## src/rtl/fetch_queue_if.sv

```systemverilog
// Fetch-stage bus bundle: PC offer, instruction-memory req/gnt/rvalid,
// decode-side valid/ready and the sticky error flag.
interface fetch_queue_if #(
  parameter int ADDR_W = 32
) ();
  logic              pc_valid_i;
  logic [ADDR_W-1:0] pc_i;
  logic              pc_ready_o;
  logic              flush_i;
  logic              imem_req_o;
  logic [ADDR_W-1:0] imem_addr_o;
  logic              imem_gnt_i;
  logic              imem_rvalid_i;
  logic [31:0]       imem_rdata_i;
  logic              instr_valid_o;
  logic [31:0]       instr_o;
  logic [ADDR_W-1:0] instr_pc_o;
  logic              instr_ready_i;
  logic              err_o;

  modport master (
    output pc_valid_i, pc_i, flush_i, imem_gnt_i, imem_rvalid_i, imem_rdata_i, instr_ready_i,
    input  pc_ready_o, imem_req_o, imem_addr_o, instr_valid_o, instr_o, instr_pc_o, err_o
  );

  modport slave (
    input  pc_valid_i, pc_i, flush_i, imem_gnt_i, imem_rvalid_i, imem_rdata_i, instr_ready_i,
    output pc_ready_o, imem_req_o, imem_addr_o, instr_valid_o, instr_o, instr_pc_o, err_o
  );
endinterface

```

## src/rtl/fetch_queue.sv

```systemverilog
// Fetch queue: issues PCs to instruction memory, buffers in-order responses
// as {pc, instr} entries for decode; flush drops queue and in-flight fetches.
module fetch_queue #(
  parameter int DEPTH  = 4,
  parameter int ADDR_W = 32
) (
  input  logic         clk,
  input  logic         rst,
  fetch_queue_if.slave bus
);
  localparam int PW = $clog2(DEPTH);
  localparam int CW = $clog2(DEPTH + 1);

  logic [ADDR_W-1:0] pc_q  [DEPTH];
  logic [31:0]       ins_q [DEPTH];
  logic [DEPTH-1:0]  filled;
  logic [PW-1:0]     wr_ptr, fill_ptr, rd_ptr;
  logic [CW-1:0]     count, unfilled, drop_cnt;
  logic              err;

  logic [CW:0] pend;
  logic        space, req, accept, vld, pop;
  logic        rsp_drop, rsp_fill, rsp_err;

  // Outstanding responses (stale + live) must never exceed DEPTH.
  assign pend   = {1'b0, drop_cnt} + {1'b0, unfilled};
  assign space  = (count < CW'(DEPTH)) && (pend < (CW+1)'(DEPTH));
  assign req    = bus.pc_valid_i && space && !bus.flush_i && !rst;
  assign accept = req && bus.imem_gnt_i;
  assign vld    = (count != '0) && filled[rd_ptr];
  assign pop    = vld && bus.instr_ready_i && !bus.flush_i;

  assign rsp_drop = bus.imem_rvalid_i && !bus.flush_i && (drop_cnt != '0);
  assign rsp_fill = bus.imem_rvalid_i && !bus.flush_i && (drop_cnt == '0) && (unfilled != '0);
  assign rsp_err  = bus.imem_rvalid_i && !bus.flush_i && (drop_cnt == '0) && (unfilled == '0);

  assign bus.imem_req_o    = req;
  assign bus.imem_addr_o   = bus.pc_i;
  assign bus.pc_ready_o    = accept;
  assign bus.instr_valid_o = vld;
  assign bus.instr_o       = ins_q[rd_ptr];
  assign bus.instr_pc_o    = pc_q[rd_ptr];
  assign bus.err_o         = err;

  // Payload storage needs no reset; the filled flags qualify it.
  always_ff @(posedge clk) begin
    if (accept)   pc_q[wr_ptr]    <= bus.pc_i;
    if (rsp_fill) ins_q[fill_ptr] <= bus.imem_rdata_i;
  end

  always_ff @(posedge clk or posedge rst) begin
    if (rst) begin
      wr_ptr   <= '0;
      fill_ptr <= '0;
      rd_ptr   <= '0;
      count    <= '0;
      unfilled <= '0;
      drop_cnt <= '0;
      filled   <= '0;
      err      <= 1'b0;
    end else if (bus.flush_i) begin
      wr_ptr   <= '0;
      fill_ptr <= '0;
      rd_ptr   <= '0;
      count    <= '0;
      unfilled <= '0;
      filled   <= '0;
      // Every unfilled slot becomes a stale response; one arriving now is already gone.
      drop_cnt <= (pend == '0) ? '0 : CW'(pend - (CW+1)'(bus.imem_rvalid_i));
    end else begin
      if (accept) wr_ptr <= wr_ptr + 1'b1;
      if (pop) begin
        rd_ptr         <= rd_ptr + 1'b1;
        filled[rd_ptr] <= 1'b0;
      end
      if (rsp_fill) begin
        fill_ptr         <= fill_ptr + 1'b1;
        filled[fill_ptr] <= 1'b1;
      end
      count    <= count + CW'(accept) - CW'(pop);
      unfilled <= unfilled + CW'(accept) - CW'(rsp_fill);
      if (rsp_drop) drop_cnt <= drop_cnt - 1'b1;
      if (rsp_err)  err      <= 1'b1;
    end
  end
endmodule

```

## src/flat_wrapper.sv

```systemverilog
// flat-port wrapper written by rule: the top's interface ports become plain ports
module fetch_queue_flat 
#(
  parameter int DEPTH  = 4,
  parameter int ADDR_W = 32
)
  (clk, rst, bus_pc_valid_i, bus_pc_i, bus_flush_i, bus_imem_gnt_i, bus_imem_rvalid_i, bus_imem_rdata_i, bus_instr_ready_i, bus_pc_ready_o, bus_imem_req_o, bus_imem_addr_o, bus_instr_valid_o, bus_instr_o, bus_instr_pc_o, bus_err_o);
  fetch_queue_if #(.ADDR_W(ADDR_W)) bus_i ();
  input  logic clk;
  input  logic rst;
  input wire logic [$bits(bus_i.pc_valid_i)-1:0] bus_pc_valid_i;
  input wire logic [$bits(bus_i.pc_i)-1:0] bus_pc_i;
  input wire logic [$bits(bus_i.flush_i)-1:0] bus_flush_i;
  input wire logic [$bits(bus_i.imem_gnt_i)-1:0] bus_imem_gnt_i;
  input wire logic [$bits(bus_i.imem_rvalid_i)-1:0] bus_imem_rvalid_i;
  input wire logic [$bits(bus_i.imem_rdata_i)-1:0] bus_imem_rdata_i;
  input wire logic [$bits(bus_i.instr_ready_i)-1:0] bus_instr_ready_i;
  output wire logic [$bits(bus_i.pc_ready_o)-1:0] bus_pc_ready_o;
  output wire logic [$bits(bus_i.imem_req_o)-1:0] bus_imem_req_o;
  output wire logic [$bits(bus_i.imem_addr_o)-1:0] bus_imem_addr_o;
  output wire logic [$bits(bus_i.instr_valid_o)-1:0] bus_instr_valid_o;
  output wire logic [$bits(bus_i.instr_o)-1:0] bus_instr_o;
  output wire logic [$bits(bus_i.instr_pc_o)-1:0] bus_instr_pc_o;
  output wire logic [$bits(bus_i.err_o)-1:0] bus_err_o;
  assign bus_i.pc_valid_i = bus_pc_valid_i;
  assign bus_i.pc_i = bus_pc_i;
  assign bus_i.flush_i = bus_flush_i;
  assign bus_i.imem_gnt_i = bus_imem_gnt_i;
  assign bus_i.imem_rvalid_i = bus_imem_rvalid_i;
  assign bus_i.imem_rdata_i = bus_imem_rdata_i;
  assign bus_i.instr_ready_i = bus_instr_ready_i;
  assign bus_pc_ready_o = bus_i.pc_ready_o;
  assign bus_imem_req_o = bus_i.imem_req_o;
  assign bus_imem_addr_o = bus_i.imem_addr_o;
  assign bus_instr_valid_o = bus_i.instr_valid_o;
  assign bus_instr_o = bus_i.instr_o;
  assign bus_instr_pc_o = bus_i.instr_pc_o;
  assign bus_err_o = bus_i.err_o;
  fetch_queue #(.DEPTH(DEPTH), .ADDR_W(ADDR_W)) u_core (.clk(clk), .rst(rst), .bus(bus_i));
endmodule
```

## config.mk

```make
export PLATFORM = sky130hd
export DESIGN_NAME = fetch_queue_flat
export DESIGN_NICKNAME = d
export VERILOG_FILES = /design/src/rtl/fetch_queue_if.sv /design/src/rtl/fetch_queue.sv /design/src/flat_wrapper.sv
export SDC_FILE = /design/constraint.sdc
export NUM_CORES = 1
export LEC_CHECK = 0
export CELL_PAD_IN_SITES_DETAIL_PLACEMENT = 0
export CELL_PAD_IN_SITES_GLOBAL_PLACEMENT = 1
export CORE_MARGIN = 1.5
export CORE_UTILIZATION = 30
export DETAILED_ROUTE_END_ITERATION = 10
export PLACE_DENSITY = 0.64
export SYNTH_ARGS = -nofsm -noshare
export SYNTH_HDL_FRONTEND = slang
export SYNTH_SLANG_ARGS = --single-unit
```

## constraint.sdc

```tcl
create_clock -name clk -period 2.72 [get_ports clk]
set_input_delay 0.544 -clock clk [delete_from_list [all_inputs] [get_ports clk]]
set_output_delay 0.544 -clock clk [all_outputs]
set_load 0.1 [all_outputs]
```

## Yosys cells after proc, flatten, opt, wreduce, memory -nomap -nowiden

Memory sizes are Yosys's and may differ from the RTL's.
Index checks and enable logic that the tools add are counted.

| storage, ports and cells | value |
|---|---|
| register bits after elaboration | 20 |
| memory bits (writable) | 256 |
| bits of input ports | 71 |
| output and inout port bits | 100 |
| logic and storage cells | 83 |
| memories | 2 |

Memory list:

| memory | words | bits a word | read ports | clocked after memory_dff | wr ports | line | text |
|---|---|---|---|---|---|---|---|
| u_core.ins_q | 4 | 32 | 1 | 0 | 1 | fetch_queue.sv:15 | `logic [31:0] ins_q [DEPTH];` |
| u_core.pc_q | 4 | 32 | 1 | 0 | 1 | fetch_queue.sv:14 | `logic [ADDR_W-1:0] pc_q [DEPTH];` |

| operators by class | value |
|---|---|
| add/sub/neg operators | 10 |
| order comparisons | 6 |
| mux-type cells | 25 |
| bitwise operators | 4 |
| reductions and logical operators | 28 |

Operators by type and width:

| cell | count |
|---|---|
| 4-bit two-way mux | 4 |
| 1-bit logical AND | 15 |
| 3-bit two-way mux | 5 |
| 2-bit two-way mux | 6 |
| 3-bit nonzero test | 3 |
| 3-bit by 1-bit subtractor with 3-bit output | 3 |
| 2-bit nonzero test | 4 |
| 1-bit two-way mux | 7 |
| 2-bit by 1-bit adder with 2-bit output, second input constant | 3 |
| 3-bit by 1-bit adder with 3-bit output | 2 |
| 3-bit logical NOT | 2 |
| 2-bit by 3-bit less-than comparator with 1-bit output, second input constant | 2 |
| 3-bit by 3-bit adder with 4-bit output | 1 |
| 4-bit AND | 1 |
| 1-bit demux with 2-bit select | 2 |
| 2-bit by 1-bit >= comparator with 1-bit output, second input constant | 2 |
| 4-bit logical NOT | 1 |
| 4-bit by 3-bit less-than comparator with 1-bit output, second input constant | 1 |
| 4-bit NOT | 1 |
| 4-bit OR | 1 |
| 3-bit less-than comparator, second input constant | 1 |
| 3-bit by 1-bit subtractor with 3-bit output, second input constant | 1 |
| 1-bit binary-select mux with 2-bit select | 1 |
| 1-bit logical NOT | 2 |
| 2 further kinds | 2 |

## Logic depth before layout (Yosys ltp)

| logic depth | value |
|---|---|
| depth in word-level cells | 11 |
| gate-level depth with buffers | 13 |
| depth with buffers taken out | 13 |

## Least setup slack after synthesis

No wires, ideal clock.

| path | value |
|---|---|
| kind | reg-to-output |
| from | reg u_core.unfilled[0] |
| to | out bus_imem_req_o |
| data arrival time | 3.421 ns |
| required time | 2.176 ns |
| setup slack | -1.245 ns |
| cell stages (with the launch flop) | 6 |
| path buffers | 0 |
| path through | dfrtp_1 ha_1 fa_1 nor2_1 a31oi_2 nor3_1 |

| between the ends | value |
|---|---|
| word-level cells in the longest chain between the ends | 6 |

RTL lines:

| element | line | text |
|---|---|---|
| from (decl) | fetch_queue.sv:18 | `logic [CW-1:0] count, unfilled, drop_cnt;` |
| from (signal assigned) | fetch_queue.sv:81 | `unfilled <= unfilled + CW'(accept) - CW'(rsp_fill);` |
| 3-bit by 3-bit adder with 4-bit output | fetch_queue.sv:26 | `assign pend = {1'b0, drop_cnt} + {1'b0, unfilled};` |
| 4-bit by 3-bit less-than comparator with 1-bit output | fetch_queue.sv:27 | `assign space = (count < CW'(DEPTH)) && (pend < (CW+1)'(DEPTH));` |
| 1-bit logical AND | fetch_queue.sv:27 |  |
| 1-bit logical AND (3 in a row) | fetch_queue.sv:28 | `assign req = bus.pc_valid_i && space && !bus.flush_i && !rst;` |
| to (decl) | flat_wrapper.sv:19 | `output wire logic [$bits(bus_i.imem_req_o)-1:0] bus_imem_req_o;` |

No other way between the ends.

## Worst setup path after layout

| path | value |
|---|---|
| from | reg u_core.unfilled[0] |
| to | out bus_pc_ready_o |

| between the ends | value |
|---|---|
| word-level cells in the longest chain between the ends | 7 |

RTL lines:

| element | line | text |
|---|---|---|
| 3-bit by 3-bit adder with 4-bit output | fetch_queue.sv:26 |  |
| 4-bit by 3-bit less-than comparator with 1-bit output | fetch_queue.sv:27 |  |
| 1-bit logical AND | fetch_queue.sv:27 |  |
| 1-bit logical AND (3 in a row) | fetch_queue.sv:28 |  |
| 1-bit logical AND | fetch_queue.sv:29 | `assign accept = req && bus.imem_gnt_i;` |
| to (decl) | flat_wrapper.sv:18 | `output wire logic [$bits(bus_i.pc_ready_o)-1:0] bus_pc_ready_o;` |

No other way between the ends.

==> results.txt <==
* Number of cells traversed by the worst register-to-register path: 10
- Clk network pwr share: 0.406
* Kind of path behind the tightest hold check: in -> async
- In this run the static leakage power is 0.005363 uW.
* Clock network latency to the later pin of the worst-skew pair: 0.54 ns
* Category of the most critical setup path: reg -> out
- Setup repair after global routing could not meet its margin everywhere.
- Synthesized cell area: 0.01092 sq mm
- Max VDD drop: 0.0005480 V
* Tightest Pin Transition: 0.4397 ns
- Yosys synthesis warning count: 0
* Proportion of layout cells with a drive suffix above 1: 0.3782
- Between clock sinks in the finished design, the worst skew comes to 0.01203 ns.
- The die is 193.8 microns tall.
- Combinational share of power: 0.123
* Final routed wirelength across all metal layers: 24,400 microns
- Kind of start point of the critical path: flip-flop
- Number of synthesized register bits: 276
- Entering global routing, the biggest net connects 69 pins.
- Vias in the first global route: 6,097
- Iteration count of the initial detailed-routing pass: 9
* Slew HR: 0.7030
- Number of flops mapped to enable cells by yosys: 256
* Worst reg-to-reg setup slack: 0.09 ns
- Switching component of the power: 2364 uW
* Setup Total Neg Slack: -0.07423 ns
* Post-Synthesis Cells: 510
- The share of total power dissipated in sequential elements is 0.471.
- Core area: 0.03566 sq mm
- The number of pins with negative max-slew slack in the final report came to 0.
* Number of top-level pins: 171
* Post-synthesis average cell area: 21.41 sq um
* Number of remaining DRC errors: 9
- On the final layout, the worst hold slack is 0.4542 ns.
- Final critical-path required period: 2.760 ns
- Power density over the cells: 645.4 mW/mm^2
* Initial drt markers: 282
- Result of the run: complete, but fails checks
- In the global route stage, overall resource usage came out at 0.1266.
* Initial Util: 0.3062
- Estimated wirelength of the detail-placed design: 14,790 microns
* CTS sink count: 276
- Final period utilization: 1.015
- Clock-pin slew on the worst setup and hold paths: 0.06 ns
* Fraction of registers with async set/reset: 0.07246
- At the worst endpoint, the required time is 2.18 ns.
- The initialized floorplan defines 69 standard-cell rows.
- The worst setup path is captured at an output pin.
* Critical Path Fanout Max: 2
* Count of H-tree levels built during CTS: 1
* Routed wirelength normalized by instance count: 20.40 microns
- Count of maximum capacitance violations: 0
- Chip Width: 193.8 microns
* Count of cell types in the netlist: 40
- Number of buffer cells added on primary ports: 170
- Hold repair after CTS inserted 0 buffers.
* Number of fill cells: 3,061
- The first global-routing pass estimated 36,450 microns of wire.
- Max Clk Rate: 362.4 MHz
- No sink is reached through more buffers than the 3 on the longest clock path.
* Share of synthesized area occupied by flip-flops and latches: 0.7499
- The initial antenna violation count came to 0.
- In the synthesized netlist the dominant register cell turns out to be edfxtp_1.
- STA puts the critical path data arrival time at 2.22 ns.
- In this run the critical register-to-register path is captured at u_core.count[2]$_DFF_PP0_.
* TritonCTS clock tree: done
- In the routed layout, each cell is associated on average with a via count of 4.586.
* Violations in the final reports: design-rule violations, negative setup slack
- At the end of the flow, the number of nets in the layout was 808.
- GP Congestion: 0.7294
* Clock tree root buffer cell: clkbuf_16
* Switching Share: 0.2352
- Critical register-to-register path startpoint: u_core.rd_ptr[0]$_DFFE_PP0P_
- Setup violations remaining at the end of the flow were counted as 2.
- Total Die Area: 0.03755 sq mm
- The number of antenna diodes in the final layout is 0.
- The number of hold violations in the final report came to 0.
- The design draws 10,050 uW.
* Vias: 5,485
* Inserted Clock Buffers: 31
* P&R area growth vs syn: 42.62%
- After layout, the worst setup slack is -0.03952 ns.
- Net count after synthesis: 607
- Summed over all layers, the global routing overflow is 0.
- Final ANT Viol Nets: 0
- Power Internal: 7686 uW
[sequential cells by signal, indices dropped and copies added, names as in the netlist]
name,count
u_core.ins_q,128
u_core.pc_q,128
u_core.drop_cnt,3
u_core.filled,4
u_core.unfilled,3
u_core.bus.err_o,1
u_core.fill_ptr,2
u_core.count,3
u_core.rd_ptr,2
u_core.wr_ptr,2
[cells in the mapped netlist (3+ instances only)]
| cell type | number | area [sq um] |
|---|---|---|
| mux2i_1 | 3 | 30.03 |
| nor3_1 | 5 | 25.02 |
| xnor2_1 | 5 | 43.79 |
| nand2_1 | 4 | 15.01 |
| and2_2 | 4 | 30.03 |
| dfrtp_1 | 20 | 500.5 |
| and2_1 | 4 | 25.02 |
| xor2_1 | 3 | 26.28 |
| inv_1 | 20 | 75.07 |
| o21a_1 | 4 | 30.03 |
| buf_4 | 35 | 262.8 |
| mux4_2 | 65 | 1464 |
| a21boi_1 | 4 | 30.03 |
| nor2_1 | 13 | 48.80 |
| ha_1 | 23 | 287.8 |
| nor2b_1 | 3 | 18.77 |
| buf_2 | 6 | 30.03 |
| edfxtp_1 | 256 | 7687 |
| fa_1 | 3 | 60.06 |
| clkbuf_1 | 5 | 18.77 |
[power by group through the flow]
stage / Clock [uW] / Combinational, uW / Sequential, uW
floorplan: 0 / 690 / 4810
global placement: 0 / 1130 / 4800
detailed placement: 0 / 1170 / 4810
CTS: 4200 / 1200 / 4720
global route: 4370 / 1310 / 4730
finish: 4080 / 1240 / 4730
[how the worst max path moves through the flow]
stage                                      start  slack (ns)                           end
finish              u_core.unfilled[0]$_DFF_PP0_       -0.04                bus_pc_ready_o
global route        u_core.unfilled[0]$_DFF_PP0_       -0.12                bus_pc_ready_o
CTS                 u_core.unfilled[0]$_DFF_PP0_       -0.16                bus_pc_ready_o
detailed placement  u_core.unfilled[0]$_DFF_PP0_       -0.11     u_core.count[2]$_DFF_PP0_
global placement                             rst       -0.02     u_core.count[2]$_DFF_PP0_
floorplan           u_core.unfilled[0]$_DFF_PP0_       -1.16  u_core.unfilled[2]$_DFF_PP0_
[cell type report]
class                      instances  area, sq um  area share
clock buffer                      40        809.5     0.05199
clock inverter                    17        195.2     0.01254
inverter                          20        75.07    0.004821
multi-input combinational        166         2404      0.1544
sequential                       276         8195      0.5263
tap                              461        576.8     0.03704
timing repair buffer             216         3316      0.2129
[timing repair]
| item | in CTS | in global routing |
|---|---|---|
| gates resized for setup | 9 | 10 |
| pin swaps | 6 | 2 |
| endpoints found under the setup margin | 70 | 44 |
| buffers inserted | 3 | 7 |
| gates cloned | 2 | 4 |
[through the flow]
| stage | cell area, sq um | instances | util | setup WS [ns] |
|---|---|---|---|---|
| after floorplan | 10930 | 510 | - | -1.165 |
| after global placement | 14270 | 1123 | 0.4001 | -0.02384 |
| after detailed placement | 14270 | 1123 | 0.4001 | -0.1137 |
| after CTS | 15380 | 1185 | 0.4315 | -0.1567 |
| after global routing | 15570 | 1196 | 0.4367 | -0.1185 |
| final | 15570 | 1196 | 0.4367 | -0.03952 |
[layout by cell type, fill, tap and decap left out, types with 3 or more instances in the layout]
cell type,Yosys,layout
nand2_1,4,4
mux2i_1,3,3
xor2_1,3,3
buf_12,0,110
o21a_1,4,4
bufinv_16,0,4
clkinv_1,0,5
clkinv_2,0,3
a21boi_1,4,4
and2_2,4,8
edfxtp_1,256,256
nor3_1,5,4
dfrtp_1,20,18
mux4_2,65,65
clkdlybuf4s50_1,0,70
fa_2,0,3
ha_1,23,22
xnor2_1,5,4
clkbuf_1,5,9
nor2_1,13,12
buf_4,35,23
inv_1,20,20
clkbuf_16,0,34
buf_16,0,3
buf_6,0,6
[critical path, stage by stage (launching register included)]
cell     delay (ns)
dfrtp_1        0.42
ha_4           0.18
fa_2           0.38
nor2_4         0.14
a31oi_4        0.06
nor4_4         0.18
buf_6          0.15
buf_12         0.16
[cell families after synthesis]
logic type      synth area share
flops                     0.7499
mux                       0.1382
buf+inv                  0.03610
simple gates             0.02326
fa+ha+maj                0.03186
compound gates           0.01421
xor+xnor                0.006418
[routing by layer]
| metal | GRT usage | part of all wire |
|---|---|---|
| met4 | 0.02916 | 0.015 |
| met2 | 0.2274 | 0.52 |
| met3 | 0.02313 | 0.042 |
| met5 | 0 | 0 |
| met1 | 0.1581 | 0.42 |
No activity file was read; power rests on OpenSTA's default activity.
